## src/rtl/cpu_types_pkg.sv

```systemverilog
// Core CPU datapath types, including the fetch-stage state encoding.
package cpu_types_pkg;

  typedef logic [31:0] word_t;

  typedef enum logic [1:0] {
    FS_RUN           = 2'd0,
    FS_REDIRECT_WAIT = 2'd1,
    FS_HALTED        = 2'd2
  } fetch_state_t;

endpackage

```

## src/rtl/mux_types_pkg.sv

```systemverilog
// Datapath mux select encodings shared across pipeline stages.
package mux_types_pkg;

  typedef enum logic [1:0] {
    PC_NPC  = 2'd0,
    PC_JUMP = 2'd1,
    PC_BR   = 2'd2,
    PC_JR   = 2'd3
  } pcMux;

endpackage

```

## src/rtl/pc_target_calc.sv

```systemverilog
// Combinational next-PC target for decode redirects (jump, branch, jump-register).
module pc_target_calc
  import mux_types_pkg::*;
(
  input  pcMux        pcSel,
  input  logic [31:0] ifid_npc,
  input  logic [25:0] immJ26,
  input  logic [15:0] imm16,
  input  logic [31:0] jrAddr,
  output logic [31:0] target
);

  logic [31:0] w_br_offset;

  assign w_br_offset = {{14{imm16[15]}}, imm16, 2'b00};

  always_comb begin
    target = ifid_npc;
    case (pcSel)
      PC_JUMP: target = {ifid_npc[31:28], immJ26, 2'b00};
      PC_BR:   target = ifid_npc + w_br_offset;
      PC_JR:   target = jrAddr;
      default: target = ifid_npc;
    endcase
  end

endmodule

```

## src/rtl/fetch_unit.sv

```systemverilog
// Instruction-fetch stage: PC register, icache request, IF/ID latch, redirects,
// stall hold and permanent halt.
module fetch_unit
  import mux_types_pkg::*;
  import cpu_types_pkg::*;
#(
  parameter logic [31:0] PC_INIT = 32'h0000_0000
) (
  input  logic        CLK,
  input  logic        nRST,
  input  logic        ihit,
  input  logic [31:0] imemload,
  output logic        imemREN,
  output logic [31:0] imemaddr,
  input  logic        stall,
  input  pcMux        pcSel,
  input  logic        halt,
  input  logic [25:0] immJ26,
  input  logic [15:0] imm16,
  input  logic [31:0] jrAddr,
  output logic [31:0] ifid_ins,
  output logic [31:0] ifid_npc,
  output logic        ifid_valid,
  output logic        halted
);

  fetch_state_t r_state;
  word_t        r_pc;
  word_t        r_pending;
  word_t        r_ifid_ins;
  word_t        r_ifid_npc;
  logic         r_ifid_valid;

  word_t        w_target;
  word_t        w_pc_plus4;
  logic         w_redirect;

  pc_target_calc u_target (
    .pcSel    (pcSel),
    .ifid_npc (r_ifid_npc),
    .immJ26   (immJ26),
    .imm16    (imm16),
    .jrAddr   (jrAddr),
    .target   (w_target)
  );

  assign w_pc_plus4 = r_pc + 32'd4;
  assign w_redirect = r_ifid_valid && !halt && (pcSel != PC_NPC);

  assign imemREN    = (r_state != FS_HALTED);
  assign imemaddr   = r_pc;
  assign halted     = (r_state == FS_HALTED);
  assign ifid_ins   = r_ifid_ins;
  assign ifid_npc   = r_ifid_npc;
  assign ifid_valid = r_ifid_valid;

  always_ff @(posedge CLK or negedge nRST) begin
    if (!nRST) begin
      r_state      <= FS_RUN;
      r_pc         <= PC_INIT;
      r_pending    <= '0;
      r_ifid_ins   <= '0;
      r_ifid_npc   <= '0;
      r_ifid_valid <= 1'b0;
    end else begin
      case (r_state)
        FS_RUN: begin
          // Halt only commits once the hazard unit releases the stage.
          if (r_ifid_valid && halt && !stall) begin
            r_state      <= FS_HALTED;
            r_ifid_valid <= 1'b0;
          end else if (stall) begin
            r_state <= FS_RUN;
          end else if (w_redirect && ihit) begin
            r_pc         <= w_target;
            r_ifid_valid <= 1'b0;
          end else if (w_redirect) begin
            // Miss outstanding: keep imemaddr stable and remember where to go.
            r_pending    <= w_target;
            r_state      <= FS_REDIRECT_WAIT;
            r_ifid_valid <= 1'b0;
          end else if (ihit) begin
            r_pc         <= w_pc_plus4;
            r_ifid_ins   <= imemload;
            r_ifid_npc   <= w_pc_plus4;
            r_ifid_valid <= 1'b1;
          end else begin
            r_ifid_valid <= 1'b0;
          end
        end
        FS_REDIRECT_WAIT: begin
          if (ihit) begin
            r_pc    <= r_pending;
            r_state <= FS_RUN;
          end
        end
        FS_HALTED: begin
          r_state <= FS_HALTED;
        end
        default: begin
          r_state      <= FS_RUN;
          r_ifid_valid <= 1'b0;
        end
      endcase
    end
  end

endmodule

```

## config.mk

```make
export PLATFORM = sky130hd
export DESIGN_NAME = fetch_unit
export DESIGN_NICKNAME = d
export VERILOG_FILES = /design/src/rtl/cpu_types_pkg.sv /design/src/rtl/mux_types_pkg.sv /design/src/rtl/pc_target_calc.sv /design/src/rtl/fetch_unit.sv
export SDC_FILE = /design/constraint.sdc
export NUM_CORES = 1
export LEC_CHECK = 0
export BUFFER_PORTS_ARGS = -buffer_cell sky130_fd_sc_hd__buf_2
export CAP_MARGIN = 20
export CORE_ASPECT_RATIO = 1.4
export CORE_UTILIZATION = 59
export DETAILED_ROUTE_END_ITERATION = 10
export PLACE_DENSITY_LB_ADDON = 0.2
export SLEW_MARGIN = 20
export SYNTH_ARGS = -nofsm -noshare
export SYNTH_HDL_FRONTEND = slang
export SYNTH_HIERARCHICAL = 1
export SYNTH_SLANG_ARGS = --single-unit
```

## constraint.sdc

```tcl
create_clock -name CLK -period 8.1 [get_ports CLK]
set_input_delay 1.62 -clock CLK [delete_from_list [all_inputs] [get_ports CLK]]
set_output_delay 1.62 -clock CLK [all_outputs]
set_load 0.005 [all_outputs]
```

==> flow_summary_export.csv <==
group,metric,value,unit
route,wl_met2,12700,um
route,initialDrtViolationCount,547,
setup_path,critPathLaunchType,"input pin",
sta,rsz0062_at_grt,"false",
setup_path,reg2reg_slack,4.52,ns
logic_synthesis,synth-seq-cells,131,
min_path,worst_hold_path_type,"reg2reg",
cts,cts_inserted_buffers,17,
place,port_buffers,211,
floorplan,die_h,147,um
route,wl_met3,1850,um
sta,final-setup-viol-count,0,
run_status,run_status,"completed",
global_route,grt_start_max_net_pins,78,
pwr,finalPower,3.35,mW
route,drt_wl_total,25200,um
global_route,globalRouteOverflowTotal,0,
final_layout,syn_to_final_growth,20.0,%
cts,cts_setup_buffers,0,
place,placed_cell_area,10000,um^2
route,ant_nets,0,
logic_synthesis,synth_edf_count,0,
sta,finClkSkew,0.0113,ns
final_layout,fin_nets,1246,
sta,fin_crit_sh,0.547,
place,pre_cts_slack,3.30,ns
cts,h-tree-depth,4,
logic_synthesis,netlist_area,8840,um^2
place,hpwl,17700,um
logic_synthesis,ys_types,75,
cts,root_buffer,"clkbuf_16",
setup_path,regToRegEndpoint,"imemaddr[20]",
global_route,track_usage,0.334,
floorplan,core_region_area,14600,um^2
floorplan,start_util,0.607,
cts,cts_tree,"yes",
setup_path,critPathKind,"in2reg",
route,post_drt_wl_per_cell,19.4,um
setup_path,reg2reg_from,"ifid_npc[2]",
global_route,grt_pass1_wl,40600,um
route,vias,8149,
logic_synthesis,async_flop_share,1.00,
place,gp_congestion,0.944,
sta,fin_ws,3.67,ns
logic_synthesis,synth_ff_type,"dfrtp_1",
cts,cts_resized,0,
setup_path,cp.required,8.42,ns
route,met1_length,9810,um
floorplan,die_area,15500,um^2
floorplan,die_x,105,um
setup_path,reg2reg_depth,13,
route,drt_first_pass_iters,6,
setup_path,end_kind,"flip-flop",
setup_path,cp-endpoint,"imemaddr[20]",
pwr,vdd_drop_max,0.206,mV
sta,maxSlewViolCount,0,
route,top_layer_used,"met4",
route,drc,0,
sta,period_needed,4.43,ns
logic_synthesis,syn-instance-count,912,
final_layout,post-route-cell-area,10600,um^2
cts,clockBufferDepth,2,
global_route,grt_pass1_vias,8168,
logic_synthesis,ys_seq_area_frac,0.371,
final_layout,n_antenna_cell,0,
sta,hold_viol,0,
pwr,cellPowerDensity,316,nW/um^2
cts,insertion_delay,0.42,ns
cts,cts_sinks,131,
setup_path,setup.worst_path.start,"imm16[0]",
floorplan,ios,212,
sta,fmax,0.226,GHz
sta,slew_headroom,0.488,
setup_path,cp.arrival,4.76,ns
final_layout,drive_gt1_frac,0.333,
flow_run,cap_violations,0,
pwr,leakage,4.93,nW
logic_synthesis,synthesis.nets,1059,
logic_synthesis,synth.yosys.warnings,6,
floorplan,rows,52,
logic_synthesis,synth.avg_cell_area,9.69,um^2
sta,worstMarginPinSlew,0.765,ns
cts,holdBufCountCts,0,
global_route,antenna_found_initial,0,
final_layout,nFillCells,1123,
setup_path,critPathMaxFanout,4,
route,via_per_inst,6.26,
sta,setup_tns,0,ns
min_path,min_from,"ifid_ins[28]",
cts,cts.clk_slew.worst_paths,0.06,ns
[critical path: stages]
cell and delay [ns]:
buf_2 0.08, ha_1 0.16, inv_1 0.06, fa_1 0.43, nor2b_1 0.18, o2111ai_1 0.17, a211oi_1 0.62, o31ai_4 0.14
or3b_1 0.32, xor2_1 0.17, mux4_2 0.27, nor2_1 0.05, a211o_1 0.28, a22oi_1 0.20
[power breakdown]
part / internal [mW] / leakage [nW] / switching (mW)
Sequential: 0.911 / 1.64 / 0.246
Clock: 0.445 / 0.278 / 0.296
Combinational: 0.696 / 3.02 / 0.758
[per-stage QoR]
stage	util	std cells	hold slack, ns
final	0.728	1301	0.499
after global placement	0.685	1267	0.480
after CTS	0.727	1300	0.499
after floorplan	-	912	0.472
after detailed placement	0.687	1268	0.487
after global routing	0.728	1301	0.510
[state kept, by name, summed over array words and instances (netlist names)]
name / flops
ifid_ins: 32
ifid_npc: 32
ifid_valid: 1
imemaddr: 32
r_pending: 32
r_state: 2
[kinds of logic after synthesis]
group | Yosys count | share of synthesized area
flops | 131 | 0.371
compound gates | 215 | 0.161
mux | 105 | 0.162
xor+xnor | 49 | 0.0485
buf+inv | 84 | 0.0402
fa+ha+maj | 34 | 0.0490
simple gates | 294 | 0.169
[worst min-delay path by stage]
stage,endpoint,cells after the start
finish,ifid_ins[28],1
global route,r_pending[25],1
CTS,r_pending[30],1
floorplan,r_pending[30],1
detailed placement,r_pending[30],1
global placement,r_pending[25],1
[routing by layer]
layer / GRT usage / vias to the layer above
met2: 0.575 / 415
met3: 0.0639 / 68
met4: 0.144 / 0
li1: - / 3734
met1: 0.407 / 3932
met5: 0 / -
[final cells by class]
class / instances / area, um^2 / area share
Multi-Input combinational cell: 697 / 5230 / 0.493
Sequential cell: 131 / 3280 / 0.309
Timing Repair Buffer: 224 / 1190 / 0.112
Clock buffer: 20 / 467 / 0.0440
Tap cell: 189 / 236 / 0.0223
Clock inverter: 12 / 108 / 0.0101
Inverter: 28 / 105 / 0.00991
[cells in the final DEF, fill, tap and decap left out, types with 8 or more instances in the layout]
master       n
buf_2      210
dfrtp_1    131
nand2_1     82
mux2_2      72
nor2_1      69
a21oi_1     50
o21ai_0     49
xnor2_1     33
ha_1        33
inv_1       27
nor3_1      27
nand3_1     25
mux4_2      23
clkbuf_16   17
xor2_1      16
and3_1      16
nand4_1     12
nor4_1      12
o2bb2ai_1   12
o21ai_1     11
mux2i_1     10
buf_4       10
and2_1       9
a31oi_1      9
a21o_1       9
or3_1        8
o21a_1       8
[Yosys cell counts, drive strengths merged (4+ instances only)]
| master | instances | area (um^2) |
|---|---|---|
| a211oi | 6 | 45.0 |
| a21o | 9 | 67.6 |
| a21oi | 51 | 259 |
| a221o | 5 | 50.1 |
| a31oi | 9 | 56.3 |
| and2 | 9 | 56.3 |
| and3 | 16 | 100 |
| buf | 26 | 138 |
| clkbuf | 30 | 113 |
| dfrtp | 131 | 3280 |
| ha | 33 | 413 |
| inv | 27 | 101 |
| mux2 | 72 | 811 |
| mux2i | 10 | 100 |
| mux4 | 23 | 518 |
| nand2 | 82 | 308 |
| nand2b | 6 | 37.5 |
| nand3 | 26 | 130 |
| nand4 | 12 | 75.1 |
| nor2 | 69 | 259 |
| nor2b | 6 | 37.5 |
| nor3 | 33 | 220 |
| nor4 | 14 | 109 |
| o211ai | 6 | 45.0 |
| o21a | 8 | 60.1 |
| o21ai | 62 | 318 |
| o22a | 5 | 43.8 |
| o22ai | 4 | 25.0 |
| o2bb2ai | 12 | 105 |
| o31ai | 7 | 66.3 |
| or3 | 8 | 50.1 |
| xnor2 | 33 | 289 |
| xor2 | 16 | 140 |
No activity file was read; power rests on OpenSTA's default activity.
